--- src/rtl/f_pc_unit.sv ---
// Fetch-stage program counter: next-PC selection, exception/eret redirects,
// delay-slot tracking, fetch address-error detection and a fetch counter.
module f_pc_unit #(
  parameter int unsigned ADDR_W   = 32,
  parameter logic [31:0] RESET_PC = 32'h0000_3000,
  parameter logic [31:0] EXC_PC   = 32'h0000_4180,
  parameter logic [31:0] IMEM_LO  = 32'h0000_3000,
  parameter logic [31:0] IMEM_HI  = 32'h0000_6ffc,
  parameter int unsigned N_STALL  = 2,
  parameter int unsigned CNT_W    = 32
) (
  input  logic              clk,
  input  logic              reset,
  input  logic [N_STALL-1:0] stall,
  input  logic              jump,
  input  logic              jr,
  input  logic              branch,
  input  logic              cmp,
  input  logic [ADDR_W-1:0] ra,
  input  logic [25:0]       imm26,
  input  logic              req,
  input  logic              eret,
  input  logic [ADDR_W-1:0] epc,
  output logic [ADDR_W-1:0] pc,
  output logic              f_bd,
  output logic              d_bd,
  output logic              f_adel,
  output logic [CNT_W-1:0]  fetch_cnt
);

  localparam logic [ADDR_W-1:0] RESET_A = RESET_PC[ADDR_W-1:0];
  localparam logic [ADDR_W-1:0] EXC_A   = EXC_PC[ADDR_W-1:0];
  localparam logic [ADDR_W-1:0] LO_A    = IMEM_LO[ADDR_W-1:0];
  localparam logic [ADDR_W-1:0] HI_A    = IMEM_HI[ADDR_W-1:0];
  localparam int unsigned       SEXT_W  = ADDR_W - 18;

  logic [ADDR_W-1:0] pc_q, pc_d;
  logic              d_bd_q, d_bd_d;
  logic [CNT_W-1:0]  cnt_q, cnt_d;

  logic              stall_any;
  logic              ctrl;
  logic              advance;
  logic [ADDR_W-1:0] pc_plus4;
  logic [ADDR_W-1:0] br_off;
  logic [ADDR_W-1:0] jump_tgt;

  always_comb begin
    stall_any = |stall;
    ctrl      = jump | jr | branch;
    advance   = req | ~stall_any;
    pc_plus4  = pc_q + ADDR_W'(4);
    br_off    = {{SEXT_W{imm26[15]}}, imm26[15:0], 2'b00};
    jump_tgt  = {pc_q[ADDR_W-1:28], imm26, 2'b00};
  end

  // Exception flush outranks stall; eret carries no delay slot.
  always_comb begin
    pc_d = pc_plus4;
    if (req)                  pc_d = EXC_A;
    else if (stall_any)       pc_d = pc_q;
    else if (eret)            pc_d = epc;
    else if (jump)            pc_d = jump_tgt;
    else if (jr)              pc_d = ra;
    else if (branch && cmp)   pc_d = pc_q + br_off;
    else                      pc_d = pc_plus4;
  end

  always_comb begin
    d_bd_d = f_bd;
    if (req)            d_bd_d = 1'b0;
    else if (stall_any) d_bd_d = d_bd_q;
    else if (eret)      d_bd_d = 1'b0;
    else                d_bd_d = f_bd;
  end

  always_comb begin
    cnt_d = cnt_q;
    if (advance) cnt_d = cnt_q + CNT_W'(1);
  end

  always_ff @(posedge clk) begin
    if (reset) begin
      pc_q   <= RESET_A;
      d_bd_q <= 1'b0;
      cnt_q  <= '0;
    end else begin
      pc_q   <= pc_d;
      d_bd_q <= d_bd_d;
      cnt_q  <= cnt_d;
    end
  end

  assign pc        = pc_q;
  assign d_bd      = d_bd_q;
  assign fetch_cnt = cnt_q;
  assign f_bd      = ctrl & ~eret;
  // AdEL is only flagged here; the PC keeps advancing until CP0 flushes.
  assign f_adel    = (pc_q[1:0] != 2'b00) || (pc_q < LO_A) || (pc_q > HI_A);

endmodule

--- config.mk ---
export PLATFORM = sky130hd
export DESIGN_NAME = f_pc_unit
export DESIGN_NICKNAME = d
export VERILOG_FILES = /design/src/rtl/f_pc_unit.sv
export SDC_FILE = /design/constraint.sdc
export NUM_CORES = 1
export LEC_CHECK = 0
export ABC_AREA = 0
export BUFFER_PORTS_ARGS = -buffer_cell sky130_fd_sc_hd__buf_2
export CORE_MARGIN = 10
export CORE_UTILIZATION = 56
export DETAILED_ROUTE_END_ITERATION = 8
export PLACE_DENSITY = 0.86
export SLEW_MARGIN = 20
export SYNTH_ARGS = -nofsm -noshare
export SYNTH_HDL_FRONTEND = slang
export SYNTH_SLANG_ARGS = --single-unit
export TNS_END_PERCENT = 50
--- constraint.sdc ---
create_clock -name clk -period 8.3 [get_ports clk]
set_clock_uncertainty 0.15 [all_clocks]
set_input_delay 0.83 -clock clk [delete_from_list [all_inputs] [get_ports clk]]
set_output_delay 0.83 -clock clk [all_outputs]
set_load 0.03 [all_outputs]
* Word-level counts from Yosys, hierarchy flattened
Index checks and enable logic that the tools add are counted.
Widths: inputs -> output; s select.
** Word-level totals
- Register bits after elaboration :: 65
- Bits of input ports :: 100
- Output and inout port bits :: 67
** Cells by class
- Add/sub/neg operators :: 3
- Magnitude comparators :: 2
- Equal/unequal tests :: 2
- Multiplexer cells :: 7
- Bitwise logic cells :: 6
- Reduce and logical (&&, ||, !) cells :: 7
** Operators by type and width (number)
- $mux 32 :: 4
- $add 32x1->32 const B :: 1
- $add 32x3->32 const B :: 1
- $add 32x32->32 :: 1
- $gt 32x15->1 const B :: 1
- $lt 32x14->1 const B :: 1
- $mux 15 :: 2
- $reduce_or 2->1 :: 2
- $or 1x1->1 :: 3
- $logic_or 1x1->1 :: 2
- $ne 2x1->1 const B :: 1
- $ne 2x2->1 const B :: 1
- $not 1->1 :: 2
- $reduce_and 2->1 :: 1
- $reduce_bool 2->1 :: 1
- $and 1x1->1 :: 1
- $logic_and 1x1->1 :: 1
- $mux 1 :: 1

* Logic depth before layout (Yosys ltp)
Gate-level depths: netlist of the first run.
- Word-level depth :: 7
- Depth in mapped cells :: 13
- Mapped depth without buffers :: 12

* Least setup slack after synthesis of the first run
OpenSTA, ideal clock, no wires.
- Kind :: in2reg
- From :: input cmp
- To :: register pc_q[30], in the netlist pc[30]
- Setup time :: 128 ps
- Arrival :: 3281 ps
- Required time :: 8022 ps
- Path slack :: 4741 ps
- Stages on the path :: 13
- Buffers on the path :: 1
- Cell sequence :: clkbuf_1 nand3b_1 ha_1 inv_1 fa_1 and2b_1 o211ai_1 a31o_2 a2111o_1 a31oi_4 o21ai_1 a211oi_1 a211oi_2
** On the way
- Word-level cells in the longest chain between the ends :: 5
** RTL lines
- start: declaration :: line 18 : input logic cmp,
- $logic_and 1x1->1 :: line 65 : else if (branch && cmp) pc_d = pc_q + br_off;
- $mux 32 :: line 65
- $mux 32 :: line 64 : else if (jr) pc_d = ra;
- $mux 32 :: line 63 : else if (jump) pc_d = jump_tgt;
- $mux 32 :: line 62 : else if (eret) pc_d = epc;
- end signal: assignment :: line 88 : pc_q <= pc_d;
- end: declaration :: line 37 : logic [ADDR_W-1:0] pc_q, pc_d;
Every way passes these cells. The select of a mux whose other input is x is not followed.
A chain may end at the register's enable or synchronous reset.

* Worst setup path in the final report of the first run
- From :: input jump
- To :: output f_bd
** On the way
- Word-level cells in the longest chain between the ends :: 3
** RTL lines
- start: declaration :: line 15 : input logic jump,
- $or 1x1->1 (2 in a row) :: line 50 : ctrl = jump | jr | branch;
- $and 1x1->1 :: line 97 : assign f_bd = ctrl & ~eret;
- end: declaration :: line 25 : output logic f_bd,
Every way passes these cells.

==> impl_metrics.yaml, run 1 <==
detailed_routing:
  post_drt_wl_per_cell_um: 21.0
  drt_iter0_markers: 573
  first_pass_iters: 6
  vias: 6122
  avgViaCountPerCell: 6.47
  routed_wl_um: 19800
  drc: 0
  antenna_left: 0
finish:
  layout.cells.non_filler: 946
  areaGrowthSynthToFinish_pct: 20.3
  n_antenna_cell: 0
  drive_gt1_share_pct: 25.1
  fin_util_pct: 70.2
  fillCellCount: 773
  fin_nets: 950
setup_path:
  timing.rr.start: "pc[2]"
  cp-startpoint: "jump"
  worstPathRequired_ns: 7.32
  cp-end-kind: "primary output"
  worstSetupPathType: "input pin to primary output"
  r2r_slack_ns: 5.17
  worstPathArrival_ns: 2.79
  startpoint_type: "input pin"
  worstPathMaxFanout: 22
global_route:
  grt_max_degree: 51
  first_global_vias: 5985
  grt_overflow: 0
  grt_pass1_wl_um: 31200
  antenna_found_initial: 0
  grt_usage_pct: 28.7
logic_synthesis:
  syn_area_per_cell_um2: 7.46
  ys_ff_latch: 65
  syn_area_um2: 5160
  yosysTopAreaCellShare_pct: 25.2
  yosys.area.top_type: "dfxtp_1"
  synth_most_common_cell: "nor2_1"
  ys_warn_count: 0
  synth_edf_count: 0
  synth.distinct_cells: 81
  synth.area.top_cells: "dfxtp_1, nor2_1, a21oi_1"
  ys_top_cells_by_count: "nor2_1, dfxtp_1, nand2_1"
  seq_area_frac_synth_pct: 25.2
  synth_flop_cell: "dfxtp_1"
  syn_inst: 692
  syn-num-nets: 809
  async_flop_share_pct: 0
die:
  die-area_um2: 13500
  rows: 34
  boundaryPins: 167
  core_um2: 8850
  initial_core_util_pct: 58.3
  die_h_um: 116
  fp.dieW_um: 116
clock_tree:
  clk_path_buf_depth: 2
  tritoncts: "built"
  path_clk_slew_ns: 0.08
  cts_setup_buffers: 0
  htree_levels: 3
  cts_resized: 0
  clk_latency_ns: 0.36
  root_buffer: "clkbuf_8"
  numCtsBuffers: 9
  clkSinkCount: 65
  ctsHoldBuffers: 0
worst_hold_path:
  min_from: "d_bd"
  hold_path_class: "register to register"
flow_run:
  drv_cap: 0
sta:
  setup_viol: 0
  max_slew_margin_pct: 26.7
  hold_slack_ns: 0.328
  rsz0062_at_grt: "no"
  worstMarginPinSlew_ns: 1.10
  final.min_clock_period_ns: 3.77
  drv_slew: 0
  finalHoldViolations: 0
  fmax_mhz: 265
  fin_crit_sh_pct: 45.4
  fin_setup_tns_ns: 0
outcome:
  status: "complete, no violations"
power_and_ir_drop:
  cellPowerDensity_nw_per_um2: 135
  p_leak_nw: 2.79
  ir_drop_mv: 0.0965
placement:
  numPlacedInstances: 930
  io_buffers: 166
  gp_congestion: 0.971
  hpwl_um: 14900
## worst paths after layout
check,to,depth (start not counted)
worst max register to register,pc[30],11
worst min-delay path,d_bd,2
worst min register to register,d_bd,2
worst max-delay path,f_bd,6
## flip-flops by register name (all words and copies together), names as in the netlist
register,cells
d_bd,1
fetch_cnt,32
pc,32
## placed cells by master, fill, tap and decap left out, types with 15 or more instances in the layout
cell type | synthesis | layout
buf_2 | 1 | 166
nor2_1 | 82 | 81
nand2_1 | 65 | 65
dfxtp_1 | 65 | 65
a21oi_1 | 53 | 53
o21ai_0 | 46 | 46
and3_1 | 30 | 30
nand3_1 | 24 | 24
xor2_1 | 24 | 24
xnor2_1 | 22 | 22
o211ai_1 | 18 | 18
inv_1 | 16 | 16
ha_1 | 16 | 16
nor3_1 | 15 | 15
## kinds of logic after synthesis
logic type      share of synthesized area [%]
fa+ha+maj                                4.27
mux                                      2.18
simple gates                             26.6
buf+inv                                  4.68
compound gates                           29.2
flops                                    25.2
xor+xnor                                 7.80
## per-layer routing
metal	track usage [%]	up-vias	wire (um)
li1	-	2849	-
met1	35.4	2873	7950
met2	47.0	349	9290
met3	7.96	51	2090
met4	9.76	0	496
met5	0	-	0
## report_power, final
part           switching (mW)  internal (mW)  leakage (nW)
Sequential             0.0132          0.319         0.528
Clock                   0.148          0.173         0.116
Combinational           0.117         0.0677          2.15
Total                   0.278          0.560          2.79
## final cells by class
| type | instances | area (um^2) | area share, % |
|---|---|---|---|
| Clock buffer | 9 | 124 | 1.99 |
| Clock inverter | 7 | 103 | 1.65 |
| Inverter | 17 | 63.8 | 1.03 |
| Multi-Input combinational cell | 570 | 3620 | 58.3 |
| Sequential cell | 65 | 1300 | 21.0 |
| Tap cell | 108 | 135 | 2.18 |
| Timing Repair Buffer | 170 | 861 | 13.9 |
## through the flow
stage                     cell area (um^2)  total power [mW]  setup slack [ns]
after floorplan                       5160             0.452              4.74
final                                 6210             0.838              4.53
after CTS                             6210             0.834              4.59
after global routing                  6210             0.866              4.43
after detailed placement              5980             0.519              4.41
after global placement                5980             0.515              4.54
## worst max-delay path, cell delays in order
cell and delay (ns):
buf_2 0.41, clkinv_1 0.62, nand2_1 0.44, nor2_1 0.09
nor2_1 0.15, buf_2 0.23
No activity file was read; power rests on OpenSTA's default activity.
==> inputs of run 2 (changes only) <==
- CORE_UTILIZATION: 56 -> 47
- PLACE_DENSITY: 0.86 -> 0.77
- clock period: 8.3 -> 3.23 ns (I/O delays scaled with it)
==> run 2 against run 1 <==
Via count shrank 0.82%. Combinational power grew to 2.7 times the previous value. Utilization shrank 10 points. Total power grew to 2.7 times the previous value. Final cell count grew 5.9%. Count of clock-buffer cells in the layout is the same. Wire length shrank 3.2%. Die area grew 16%. Critical endpoint is now pc[30]. Largest cell class unchanged. Highest routed layer unchanged.
==> impl_metrics.yaml, run 2 (same netlist as run 1, synthesis figures left out) <==
detailed_routing:
  avgViaCountPerCell: 6.06
  drt_iter0_markers: 457
  drc: 0
  antenna_left: 0
  post_drt_wl_per_cell_um: 19.2
  routed_wl_um: 19200
  first_pass_iters: 8
  vias: 6072
die:
  boundaryPins: 167
  die_h_um: 125
  core_um2: 10800
  rows: 38
  fp.dieW_um: 125
  initial_core_util_pct: 47.8
  die-area_um2: 15600
global_route:
  grt_pass1_wl_um: 30500
  grt_overflow: 0
  grt_usage_pct: 23.3
  antenna_found_initial: 0
  grt_max_degree: 35
  first_global_vias: 5804
outcome:
  status: "complete, no violations"
sta:
  max_slew_margin_pct: 52.3
  worstMarginPinSlew_ns: 0.712
  final.min_clock_period_ns: 3.02
  drv_slew: 0
  fmax_mhz: 331
  finalHoldViolations: 0
  fin_crit_sh_pct: 93.7
  setup_viol: 0
  fin_setup_tns_ns: 0
  rsz0062_at_grt: "no"
clock_tree:
  clkSinkCount: 65
  tritoncts: "built"
  numCtsBuffers: 9
  clk_latency_ns: 0.34
  htree_levels: 3
  clk_path_buf_depth: 2
  cts_setup_buffers: 0
  path_clk_slew_ns: 0.08
  root_buffer: "clkbuf_8"
power_and_ir_drop:
  ir_drop_mv: 0.237
  power_mw: 2.22
  p_leak_nw: 2.92
  cellPowerDensity_nw_per_um2: 344
worst_hold_path:
  hold_path_class: "input pin to register"
  hold_end: "pc[0]"
  min_from: "epc[0]"
  hold_depth: 3
setup_path:
  r2r_slack_ns: 0.21
  timing.rr.start: "pc[2]"
  timing.rr.end: "pc[30]"
  cp-end-kind: "register"
  worstPathArrival_ns: 3.14
  worstPathMaxFanout: 6
  rr_worst_depth: 11
  startpoint_type: "register"
  worstPathRequired_ns: 3.34
  worstSetupPathType: "register to register"
placement:
  io_buffers: 166
  gp_congestion: 0.950
  hpwl_um: 14900
finish:
  fillCellCount: 1018
  mostFrequentLayoutCell: "buf_2"
  fin_nets: 974
  areaGrowthSynthToFinish_pct: 25.1
  fin_util_pct: 59.8
  drive_gt1_share_pct: 27.2
  final_cell_mix: "buf_2, nor2_1, nand2_1, dfxtp_1, a21oi_1"
flow_run:
  drv_cap: 0
## run 2: changes by cell type in the layout (fill, tap and decap cells not counted), sizes merged
cell,previous run,this run
clkinv,4,3
buf,170,194
bufinv,2,3
diode,0,1
inv,18,17
## run 2: worst max-delay path, stage by stage (launching register included)
cell and delay (ns):
dfxtp_1 0.37, ha_1 0.19, inv_1 0.06, fa_1 0.36
and2b_1 0.25, o211ai_1 0.09, a31o_2 0.28, a2111o_1 0.46
a31oi_4 0.24, o21ai_1 0.14, a21o_1 0.19, a211oi_2 0.16
## run 2: cell type report
class                      count  area (um^2)  share of cell area (%)
inverter                      17         63.8                   0.988
timing repair buffer         194         1040                    16.1
antenna                        1         2.50                  0.0387
clock inverter                 6          116                    1.80
multi-input combinational    570         3630                    56.3
sequential                    65         1300                    20.1
tap                          140          175                    2.71
clock buffer                   9          124                    1.92
## run 2: metal layers
metal	vias up	share of wire (%)	global-route usage (%)
met1	2823	40	27.9
met4	0	3.4	9.25
met2	301	46	38.1
met5	-	0	0
li1	2906	-	-
met3	42	10	6.81
## run 2: stage by stage
stage / hold WS [ns] / setup WS (ns) / instances / instance area [um^2]
final: 0.0946 / 0.205 / 1002 / 6460
after global placement: 0.291 / 0.0996 / 986 / 6200
after detailed placement: 0.323 / 0.0554 / 986 / 6200
after floorplan: 0.276 / 0.172 / 692 / 5160
after global routing: 0.125 / 0.00605 / 1001 / 6460
after CTS: 0.0847 / 0.215 / 1001 / 6440
## run 2: power by group
| group | switching, mW | internal (mW) |
|---|---|---|
| combinational | 0.304 | 0.191 |
| sequential | 0.0318 | 0.820 |
| clock | 0.360 | 0.515 |
| total | 0.696 | 1.53 |
## run 2: timing repair
item,in CTS,in global routing
gates resized for setup,0,2
endpoints found under the setup margin,0,1
hold buffers,0,0
## run 2: worst max-delay path by stage
stage | endpoint | slack (ns) | start | depth (start not counted)
global placement | pc[30] | 0.1 | branch | 13
floorplan | pc[30] | 0.17 | pc[2] | 11
finish | pc[30] | 0.21 | pc[2] | 11
global route | pc[30] | 0.006 | pc[2] | 11
CTS | pc[30] | 0.21 | pc[2] | 11
detailed placement | pc[25] | 0.06 | cmp | 12
